[src/rtl/rv32i_types.sv]
// Shared RV32I decode types: control word, mux selects, and the decode-queue entry.
package rv32i_types;

  localparam int unsigned XLEN  = 32;
  localparam int unsigned REG_W = 5;

  localparam logic [2:0] F3_ADD  = 3'd0;
  localparam logic [2:0] F3_SLL  = 3'd1;
  localparam logic [2:0] F3_SLT  = 3'd2;
  localparam logic [2:0] F3_SLTU = 3'd3;
  localparam logic [2:0] F3_SR   = 3'd5;

  localparam logic [6:0] F7_BASE   = 7'h00;
  localparam logic [6:0] F7_ALT    = 7'h20;
  localparam logic [6:0] F7_MULDIV = 7'h01;

  typedef enum logic [6:0] {
    op_lui   = 7'b0110111,
    op_auipc = 7'b0010111,
    op_jal   = 7'b1101111,
    op_jalr  = 7'b1100111,
    op_br    = 7'b1100011,
    op_load  = 7'b0000011,
    op_store = 7'b0100011,
    op_imm   = 7'b0010011,
    op_reg   = 7'b0110011
  } rv32i_opcode;

  typedef enum logic [2:0] {
    beq = 3'd0, bne = 3'd1, blt = 3'd4, bge = 3'd5, bltu = 3'd6, bgeu = 3'd7
  } branch_funct3_t;

  // Ordered so that OP/OP-IMM funct3 casts directly to the base operation.
  typedef enum logic [2:0] {
    alu_add, alu_sll, alu_sra, alu_sub, alu_xor, alu_srl, alu_or, alu_and
  } alu_ops;

  typedef enum logic [2:0] {
    mul, mulh, mulhsu, mulhu, div, divu, rem, remu
  } muldiv_funct3_t;

  typedef enum logic {rs1_out, pc_out} alumux1_sel_t;
  typedef enum logic [2:0] {i_imm, u_imm, b_imm, s_imm, j_imm, rs2_out} alumux2_sel_t;
  typedef enum logic {cmp_rs2, cmp_i_imm} cmpmux_sel_t;
  typedef enum logic [3:0] {
    alu_out, br_en, rf_u_imm, rf_lw, rf_pc_plus4, rf_lb, rf_lbu, rf_lh, rf_lhu
  } regfilemux_sel_t;

  typedef struct packed {
    logic [6:0]      opcode;
    logic [XLEN-1:0] insn;
    logic [XLEN-1:0] pc;
    logic [2:0]      funct3;
    logic [6:0]      funct7;
    alu_ops          aluop;
    alumux1_sel_t    alu_sel1;
    alumux2_sel_t    alu_sel2;
    cmpmux_sel_t     cmp_sel;
    branch_funct3_t  cmpop;
    regfilemux_sel_t regfilemux;
    logic            regfile_write;
    logic            mem_read;
    logic            mem_write;
    logic            branch;
    logic            jump;
    logic            muldiv;
    muldiv_funct3_t  muldiv_op;
  } rv32i_ctrl_word;

  typedef struct packed {
    rv32i_ctrl_word   ctrl;
    logic [REG_W-1:0] rs1;
    logic [REG_W-1:0] rs2;
    logic [REG_W-1:0] rd;
    logic             rs1_used;
    logic             rs2_used;
    logic             illegal;
  } id_entry_t;

endpackage

[src/rtl/id_insn_decode.sv]
// Combinational RV32I decode into a queue entry with illegal detection.
// Build option RV32M_EN: decode OP funct7=0000001 as multiply/divide instead of illegal.
module id_insn_decode
  import rv32i_types::*;
(
  input  logic [31:0] insn,
  input  logic [31:0] pc,
  output id_entry_t   entry
);

  logic [6:0] opcode;
  logic [2:0] funct3;
  logic [6:0] funct7;
  id_entry_t  base;
  id_entry_t  dec;
  logic       bad;

  assign opcode = insn[6:0];
  assign funct3 = insn[14:12];
  assign funct7 = insn[31:25];

  // Pass-through fields only; also the whole entry for an illegal instruction.
  always_comb begin
    base             = '0;
    base.ctrl.opcode = opcode;
    base.ctrl.insn   = insn;
    base.ctrl.pc     = pc;
    base.ctrl.funct3 = funct3;
    base.ctrl.funct7 = funct7;
    base.rs1         = insn[19:15];
    base.rs2         = insn[24:20];
    base.rd          = insn[11:7];
  end

  always_comb begin
    dec = base;
    bad = 1'b0;
    case (opcode)
      op_lui: begin
        dec.ctrl.regfile_write = 1'b1;
        dec.ctrl.regfilemux    = rf_u_imm;
      end
      op_auipc: begin
        dec.ctrl.alu_sel1      = pc_out;
        dec.ctrl.alu_sel2      = u_imm;
        dec.ctrl.regfile_write = 1'b1;
      end
      op_jal: begin
        dec.ctrl.alu_sel1      = pc_out;
        dec.ctrl.alu_sel2      = j_imm;
        dec.ctrl.regfile_write = 1'b1;
        dec.ctrl.regfilemux    = rf_pc_plus4;
        dec.ctrl.jump          = 1'b1;
      end
      op_jalr: begin
        dec.rs1_used           = 1'b1;
        dec.ctrl.regfile_write = 1'b1;
        dec.ctrl.regfilemux    = rf_pc_plus4;
        dec.ctrl.jump          = 1'b1;
      end
      op_br: begin
        dec.rs1_used      = 1'b1;
        dec.rs2_used      = 1'b1;
        dec.ctrl.alu_sel1 = pc_out;
        dec.ctrl.alu_sel2 = b_imm;
        dec.ctrl.cmpop    = branch_funct3_t'(funct3);
        dec.ctrl.branch   = 1'b1;
        bad               = (funct3[2:1] == 2'b01);
      end
      op_load: begin
        dec.rs1_used           = 1'b1;
        dec.ctrl.mem_read      = 1'b1;
        dec.ctrl.regfile_write = 1'b1;
        case (funct3)
          3'd0:    dec.ctrl.regfilemux = rf_lb;
          3'd1:    dec.ctrl.regfilemux = rf_lh;
          3'd2:    dec.ctrl.regfilemux = rf_lw;
          3'd4:    dec.ctrl.regfilemux = rf_lbu;
          3'd5:    dec.ctrl.regfilemux = rf_lhu;
          default: bad = 1'b1;
        endcase
      end
      op_store: begin
        dec.rs1_used       = 1'b1;
        dec.rs2_used       = 1'b1;
        dec.ctrl.alu_sel2  = s_imm;
        dec.ctrl.mem_write = 1'b1;
        bad                = (funct3 > 3'd2);
      end
      op_imm: begin
        dec.rs1_used           = 1'b1;
        dec.ctrl.regfile_write = 1'b1;
        dec.ctrl.aluop         = alu_ops'(funct3);
        case (funct3)
          F3_SLT:  begin dec.ctrl.cmpop = blt;  dec.ctrl.cmp_sel = cmp_i_imm; dec.ctrl.regfilemux = br_en; end
          F3_SLTU: begin dec.ctrl.cmpop = bltu; dec.ctrl.cmp_sel = cmp_i_imm; dec.ctrl.regfilemux = br_en; end
          F3_SLL:  bad = (funct7 != F7_BASE);
          F3_SR: begin
            dec.ctrl.aluop = funct7[5] ? alu_sra : alu_srl;
            bad            = (funct7 != F7_BASE) && (funct7 != F7_ALT);
          end
          default: ;
        endcase
      end
      op_reg: begin
        dec.rs1_used           = 1'b1;
        dec.rs2_used           = 1'b1;
        dec.ctrl.alu_sel2      = rs2_out;
        dec.ctrl.regfile_write = 1'b1;
        dec.ctrl.aluop         = alu_ops'(funct3);
        if (funct7 == F7_BASE) begin
          if (funct3 == F3_SLT) begin
            dec.ctrl.cmpop = blt; dec.ctrl.regfilemux = br_en;
          end else if (funct3 == F3_SLTU) begin
            dec.ctrl.cmpop = bltu; dec.ctrl.regfilemux = br_en;
          end
        end else if (funct7 == F7_ALT) begin
          if (funct3 == F3_ADD)     dec.ctrl.aluop = alu_sub;
          else if (funct3 == F3_SR) dec.ctrl.aluop = alu_sra;
          else                      bad = 1'b1;
`ifdef RV32M_EN
        end else if (funct7 == F7_MULDIV) begin
          dec.ctrl.muldiv    = 1'b1;
          dec.ctrl.muldiv_op = muldiv_funct3_t'(funct3);
`endif
        end else begin
          bad = 1'b1;
        end
      end
      default: bad = 1'b1;
    endcase
  end

  always_comb begin
    entry = dec;
    if (bad) begin
      entry         = base;
      entry.illegal = 1'b1;
    end
  end

endmodule

[src/rtl/id_decode_queue.sv]
// Decode stage: decodes fetched instructions into a DEPTH-entry circular queue feeding EX,
// with flush and load-use gating of the head. RV32M_EN enables multiply/divide decode.
module id_decode_queue
  import rv32i_types::*;
#(
  parameter int unsigned DEPTH = 2,
  parameter int unsigned CNT_W = $clog2(DEPTH + 1)
) (
  input  logic             clk,
  input  logic             rst,
  input  logic             in_valid,
  output logic             in_ready,
  input  logic [31:0]      in_insn,
  input  logic [31:0]      in_pc,
  input  logic             flush,
  input  logic             ex_load_valid,
  input  logic [4:0]       ex_load_rd,
  output logic             out_valid,
  input  logic             out_ready,
  output rv32i_ctrl_word   out_ctrl,
  output logic [4:0]       out_rs1,
  output logic [4:0]       out_rs2,
  output logic [4:0]       out_rd,
  output logic             out_rs1_used,
  output logic             out_rs2_used,
  output logic             out_illegal,
  output logic             hazard_stall,
  output logic [CNT_W-1:0] count
);

  localparam int unsigned PTR_W = (DEPTH > 1) ? $clog2(DEPTH) : 1;

  id_entry_t        mem [DEPTH];
  id_entry_t        dec;
  id_entry_t        head;
  logic [PTR_W-1:0] wptr;
  logic [PTR_W-1:0] rptr;
  logic             empty;
  logic             enq;
  logic             deq;

  function automatic logic [PTR_W-1:0] ptr_next(input logic [PTR_W-1:0] p);
    return (p == PTR_W'(DEPTH - 1)) ? '0 : p + PTR_W'(1);
  endfunction

  id_insn_decode u_decode (
    .insn  (in_insn),
    .pc    (in_pc),
    .entry (dec)
  );

  assign empty    = (count == '0);
  assign in_ready = (count != CNT_W'(DEPTH));
  assign head     = empty ? '0 : mem[rptr];

  assign out_ctrl     = head.ctrl;
  assign out_rs1      = head.rs1;
  assign out_rs2      = head.rs2;
  assign out_rd       = head.rd;
  assign out_rs1_used = head.rs1_used;
  assign out_rs2_used = head.rs2_used;
  assign out_illegal  = head.illegal;

  // Head waits while EX holds a load whose destination it reads.
  assign hazard_stall = !empty && ex_load_valid && (ex_load_rd != 5'd0) &&
                        ((head.rs1_used && (head.rs1 == ex_load_rd)) ||
                         (head.rs2_used && (head.rs2 == ex_load_rd)));
  assign out_valid    = !empty && !hazard_stall;

  assign enq = in_valid && in_ready;
  assign deq = out_valid && out_ready;

  always_ff @(posedge clk) begin
    if (rst || flush) begin
      count <= '0;
      wptr  <= '0;
      rptr  <= '0;
    end else begin
      if (enq) wptr <= ptr_next(wptr);
      if (deq) rptr <= ptr_next(rptr);
      count <= count + CNT_W'(enq) - CNT_W'(deq);
    end
  end

  always_ff @(posedge clk) begin
    if (enq && !flush && !rst) mem[wptr] <= dec;
  end

endmodule

[config.mk]
export PLATFORM = sky130hd
export DESIGN_NAME = id_decode_queue
export DESIGN_NICKNAME = d
export VERILOG_FILES = /design/src/rtl/rv32i_types.sv /design/src/rtl/id_insn_decode.sv /design/src/rtl/id_decode_queue.sv
export SDC_FILE = /design/constraint.sdc
export NUM_CORES = 1
export LEC_CHECK = 0
export CAP_MARGIN = 20
export CORE_MARGIN = 4
export CORE_UTILIZATION = 49
export DETAILED_ROUTE_END_ITERATION = 6
export PLACE_DENSITY = 0.8
export SETUP_SLACK_MARGIN = 0.02
export SLEW_MARGIN = 25
export SYNTH_ARGS = -nofsm -noshare
export SYNTH_HDL_FRONTEND = slang
export SYNTH_SLANG_ARGS = --single-unit
[constraint.sdc]
create_clock -name clk -period 13.8 [get_ports clk]
set_input_delay 2.07 -clock clk [delete_from_list [all_inputs] [get_ports clk]]
set_output_delay 2.07 -clock clk [all_outputs]
set_load 0.02 [all_outputs]
==> summary.txt, run 1 <==
Synth
  – Ranking of synthesized cells by area: edfxtp_1 (67%), mux2i_1 (11%), nor2_1 (4.8%)
  – Ys async rst share: 0%
  – Avg Synthesized Cell Area: 14.26 sq um
  – Yosys reg bits: between 150 and 200
  – Post-synth EDFFs: 174
  – Yosys top cell area share: around 67%
  – Post-Syn Area: 7829 sq um
  – Synth Flop Type: edfxtp_1
  – Post-synthesis cell count: 549
  – Yosys top cell by area: edfxtp_1
  – Post-synthesis cell type count: 52
  – Synth warn: 0
  – Register area share after synthesis: between 60 and 70%

STA
  – Tmin final: between 6 and 7 ns
  – Max-slew violations: 0
  – Clk_skew: between 0.01 and 0.015 ns
  – Final Setup Violations: 0
  – Least-Margin Pin Slew: about 0.98 ns
  – Final Cycle Share: a little under half
  – Final Hold Vio Count: 0
  – Final TNS setup: 0 ns
  – RSZ-0062 raised after global routing: false
  – Max Freq: ~0.15 GHz
  – Max-slew headroom: between 30% and 40%

Drt
  – Wire length on met2: between 8000 and 9000 um
  – Via-to-Cell Ratio: around 5.2
  – DR vias: 4,887
  – Average wire per standard cell: between 15 and 20 um
  – Routed Antenna Nets: 0
  – DR iter-0 viols: roughly 330
  – Post-Route WL: approximately 17,000 um
  – Max Used Layer: met4
  – Detailed Routing Iterations Pass 1: 4
  – M1 WL: around 6600 um
  – # DRC: 0
  – Met3 wire length: 856 um

Placed design
  – RePlAce Congestion: approximately 0.87
  – IO Port Bufs: between 150 and 200
  – HPWL after DPL: 11,130 um

Worst hold path
  – HP Class: reg -> reg

Pwr
  – Static leakage: 3.348 nW
  – Total power: around 1.2 mW
  – Peak VDD IR: just under 0.00009 V
  – PwrDens: about 120 nW/um^2

Global routing
  – Initial antenna violation count: 0
  – Vias in the first global route: 5,093
  – GRT Residual Overflow: 0
  – Largest net degree at the start of global routing: 94
  – First-pass GRT wire length: roughly 26,000 um
  – GRT Total Usage: between 10% and 20%

Layout
  – Most common cell after layout, fill and taps aside: clkdlybuf4s50_1
  – Layout area overhead: 31.76%
  – Most frequent cells in the layout: clkdlybuf4s50_1 (198), edfxtp_1 (174), nor2_1 (99)
  – Fin util: 66.86%
  – Final nets: approximately 790
  – Ant. Diodes: 0
  – Share of cells above drive strength 1: ~7.5%

Worst setup path
  – Crit path DAT: about 4.5 ns
  – Most used cell, CP: clkdlybuf4s50_1
  – CP max-delay cell: clkdlybuf4s50_1
  – Critical path cell sequence: clkdlybuf4s50_1 -> or4_1 -> o211ai_2 -> nor4b_1 -> and4_4 -> a21o_1 -> nor2_1 -> clkdlybuf4s50_1
  – Path type of the worst setup path: in -> out
  – Max incr delay on CP: approximately 0.62 ns
  – CP top delay family: buffers and inverters
  – Critical path capture point type: primary output
  – Critical Path Fanout Max: 3
  – Worst path buffer plus inverter count: 2
  – Worst EP required: approximately 12 ns
  – Startpoint types: input port

Flow run
  – Max-Cap Viols: 0

Clocking
  – Inserted Clock Buffers: 17
  – Post-CTS Setup Inserts: 0
  – Clk sinks: 179
  – Cts repair resizes: 0
  – # H-tree levels: 4
  – # hold bufs at CTS: 0
  – Worst skew pair latency: between 0.4 and 0.5 ns
  – Clock Tree Buf Depth: 2
  – CTS tree: yes
  – CTS root buffer: clkbuf_16
  – CTS clock-pin slew for the worst setup and hold paths: roughly 0.060 ns

Floorplanning
  – Die width: between 100 and 150 um
  – Core area: ~15,000 sq um
  – Row count: between 40 and 50
  – I/O pin cnt: around 200
  – Die H: 134.4 um
  – Initial core utilization: 50.75%
  – Die footprint: about 18,000 sq um

Status
  – Status: completed
routing by layer:
metal / track usage (%) / up-vias
li1: - / 2292
met2: 32.82 / 162
met3: 4.276 / 33
met5: 0 / -
met1: 20.90 / 2400
met4: 7.523 / 0
registers in the layout (all words and copies together), names as in the netlist, named ones only:
signal	count
mem	174
count	2
rptr	1
wptr	1
power by group:
part | leakage [nW] | internal [mW] | switching (mW) | total, mW
combinational | 1.41 | 0.0745 | 0.0868 | 0.161
clock | 0.279 | 0.284 | 0.194 | 0.478
sequential | 1.65 | 0.607 | 0.00440 | 0.611
total | 3.35 | 0.965 | 0.285 | 1.25
final timing paths:
path	cells past startpoint	start	end	slack (ns)
max	8	ex_load_rd[1]	out_valid	7.27
min	2	rptr$_SDFFE_PP0P_	register	0.48
max reg2reg	12	register	count[1]$_SDFF_PP0_	9.94
min reg2reg	2	rptr$_SDFFE_PP0P_	register	0.48
per-stage QoR:
step	instances	area [sq um]	setup WS, ns	hold WS [ns]
after floorplan	552	7840	2.491	0.4523
after CTS	933	10310	7.267	0.4867
after global placement	901	9722	7.344	0.4525
final	933	10310	7.268	0.4775
after detailed placement	901	9726	7.271	0.4649
after global routing	933	10310	7.205	0.5189
layout make-up:
cell class,instances,area [sq um]
Inverter,5,18.77
Tap cell,211,264.0
Multi-Input combinational cell,303,2091
Clock buffer,18,429.2
Sequential cell,179,5329
Clock inverter,14,160.2
Fill cell,1146,5112
Timing Repair Buffer,203,2023
Yosys cell counts, types with 5 or more instances:
library cell / number
xor2_1: 8
buf_2: 7
a21oi_1: 6
clkbuf_1: 13
mux2i_1: 89
edfxtp_1: 174
dfxtp_1: 5
nor2_1: 100
nor3_1: 8
o21ai_0: 8
nand2_1: 13
buf_4: 39
worst min-delay path, cell delays in order, from the launching register on:
cell and delay, ns:
dfxtp_1 0.31, nand2_1 0.07, mux2i_1 0.06
cells by family after synthesis:
logic type / count (synthesis) / share of synthesized area (%)
DFF: 179 / 68.02
and+or+nand+nor: 165 / 10.44
muxes: 91 / 11.67
buffers and inverters: 70 / 5.626
AOI/OAI and AO/OA: 29 / 2.541
xor gates and xnor gates: 12 / 1.342
adders and majority gates: 2 / 0.3196
other: 1 / 0.04790
Note: power is estimated with default switching activity, not from simulation.
==> inputs of run 2 (changes only) <==
- CORE_UTILIZATION: 49 -> 44
- PLACE_DENSITY: 0.8 -> 0.76
- clock period: 13.8 -> 5.89 ns (I/O delays scaled with it)
==> run 2 against run 1 <==
Net effect:
- first-iteration DRC count is 20% lower
- clock skew is 0.0048 ns lower
- largest cell class unchanged
- final cell count is 1.7% higher
- register-to-register slack worse by 7.3 ns
- sequential power is 130% higher
- non-clock buffer count is 2 higher
- clock-buffer cell count stayed put
- die area is 11% higher
- flip-flop and latch count stayed put
- power is 130% higher
==> summary.txt, run 2 (same netlist as run 1, synthesis figures left out) <==
Placed design
  – HPWL after DPL: 11,550 um (+3.8%)
  – Post-Place Cells: 917 (+1.8%)
  – Pre-CTS setup slack: 1.776 ns (-5.495 ns)
  – RePlAce Congestion: 0.9420 (+8.6%)
  – IO Port Bufs: 198 (unchanged)

Pwr
  – Static leakage: 3.362 nW (+0.42%)
  – Total power: 2.894 mW (+130%)
  – PwrDens: 279.5 nW/um^2 (+130%)
  – Peak VDD IR: 0.0002100 V (+140%)

Floorplanning
  – I/O pin cnt: 203 (unchanged)
  – Row count: 48 (+6.7%)
  – Die footprint: 19,990 sq um (+11%)
  – Core area: 17,360 sq um (+13%)
  – Die width: 141.4 um (+5.2%)
  – Initial core utilization: 45.11% (-5.6 points)
  – Die H: 141.4 um (+5.2%)

STA
  – Clk_skew: 0.006484 ns (-0.004807 ns)
  – Max Freq: about 0.24 GHz
  – Final Hold Vio Count: 0 (unchanged)
  – Tmin final: between 4 and 5 ns
  – RSZ-0062 raised after global routing: false
  – Max-slew violations: 0 (unchanged)
  – Max-slew headroom: 44.80% (+10 points)
  – Final Cycle Share: 70.23%
  – Worst setup margin: 1.753 ns (-5.515 ns)
  – Final Setup Violations: 0 (unchanged)
  – Least-Margin Pin Slew: 0.8280 ns (-0.1497 ns)
  – Final TNS setup: 0 ns (unchanged)

Drt
  – Routed Antenna Nets: 0 (unchanged)
  – Via-to-Cell Ratio: 5.117 (-2.3%)
  – Post-Route WL: 16,810 um (+0.36%)
  – DR iter-0 viols: 260 (-20%)
  – DR vias: 4,856 (-0.63%)
  – Average wire per standard cell: 17.71 um (-1.3%)
  – Detailed Routing Iterations Pass 1: 6 (+2)
  – # DRC: 0 (unchanged)

Worst setup path
  – Path type of the worst setup path: in -> out
  – Critical path capture point type: primary output
  – Critical Path Fanout Max: 4 (+1)
  – R2R depth: 11 (-1)
  – R2r setup slk: 2.67 ns (-7.27 ns)
  – Startpoint types: input port
  – Reg2reg end: count[1]$_SDFF_PP0_
  – Worst EP required: 5.01 ns (-6.72 ns)
  – Crit path DAT: 3.25 ns (-1.21 ns)

Global routing
  – GRT Residual Overflow: 0 (unchanged)
  – Initial antenna violation count: 0 (unchanged)
  – Vias in the first global route: 5,091 (-0.039%)
  – GRT Total Usage: 16.70% (-1.5 points)
  – Largest net degree at the start of global routing: 61 (-35%)
  – First-pass GRT wire length: 25,990 um (+0.94%)

Clocking
  – CTS tree: yes
  – Post-CTS Setup Inserts: 0 (unchanged)
  – CTS clock-pin slew for the worst setup and hold paths: 0.06 ns (about the same)
  – # H-tree levels: 4 (unchanged)
  – Inserted Clock Buffers: 17 (unchanged)
  – Worst skew pair latency: 0.42 ns (about the same)
  – CTS root buffer: clkbuf_16
  – Clk sinks: 179 (unchanged)
  – Clock Tree Buf Depth: 2 (unchanged)
  – Cts repair resizes: 0 (unchanged)
  – # hold bufs at CTS: 0 (unchanged)

Layout
  – Share of cells above drive strength 1: 7.873% (+0.39 points)
  – Ant. Diodes: 0 (unchanged)
  – Final cell count without fillers: 949 (+1.7%)
  – Layout area overhead: 32.28%
  – Most frequent cells in the layout: clkdlybuf4s50_1 (198), edfxtp_1 (174), nor2_1 (99)
  – Layout filler cell count: 1,357 (+18%)
  – Final nets: 788 (+0.25%)
  – Largest registers: mem: 174 flops, count: 2 flops
  – Max FFs per register: 174 (unchanged)
  – Most common cell after layout, fill and taps aside: clkdlybuf4s50_1
  – Largest register by flop count: mem

Worst hold path
  – Hold Path Depth: 2 (unchanged)
  – Min-delay src: rptr$_SDFFE_PP0P_
  – HP Class: reg -> reg

Status
  – Status: completed

Flow run
  – Max-Cap Viols: 0 (unchanged)
run 2: stage by stage:
step | hold WS (ns) | cell area [sq um] | utilization [%]
floorplan | 0.4523 | 7855 | -
global placement | 0.4616 | 9748 | 56.16
detailed placement | 0.4680 | 9791 | 56.41
CTS | 0.4768 | 10360 | 59.67
global route | 0.5226 | 10360 | 59.67
finish | 0.4761 | 10360 | 59.67
run 2: routing by layer:
layer / track usage, % / vias up / share of wire [%]
li1: - / 2299 / -
met1: 19.66 / 2368 / 40
met2: 29.82 / 170 / 52
met3: 4.483 / 19 / 6.0
met4: 5.303 / 0 / 1.4
met5: 0 / - / 0
run 2: power by group:
group	total [mW]	internal, mW	leakage, nW	switching [mW]
logic	0.384	0.180	1.44	0.204
clock network	1.08	0.622	0.272	0.456
registers	1.43	1.42	1.65	0.0112
total	2.89	2.22	3.36	0.671
run 2: cell type report:
class	count	area, sq um	area share (%)
Clock buffer	18	429.2	4.144
Clock inverter	14	136.4	1.317
Inverter	5	18.77	0.1812
Multi-Input combinational cell	303	2100	20.27
Sequential cell	179	5329	51.46
Tap cell	225	281.5	2.718
Timing Repair Buffer	205	2062	19.91
run 2: worst max path at each step:
stage	from	end	slack, ns	cells after the start
after floorplan	in_valid	mem[0][0]$_DFFE_PP_	1.70	2
after global placement	ex_load_rd[1]	out_valid	1.78	8
after detailed placement	ex_load_rd[2]	out_valid	1.78	8
after CTS	ex_load_rd[2]	out_valid	1.76	8
after global routing	register	hazard_stall	1.63	6
final	ex_load_rd[2]	out_valid	1.75	8
run 2: worst max-delay path, stage by stage:
cell	delay (ns)
clkdlybuf4s50_1	0.49
or4_1	0.55
o211ai_2	0.19
nor4b_1	0.08
and4_4	0.21
a21o_1	0.16
nor2_1	0.08
clkdlybuf4s50_1	0.61
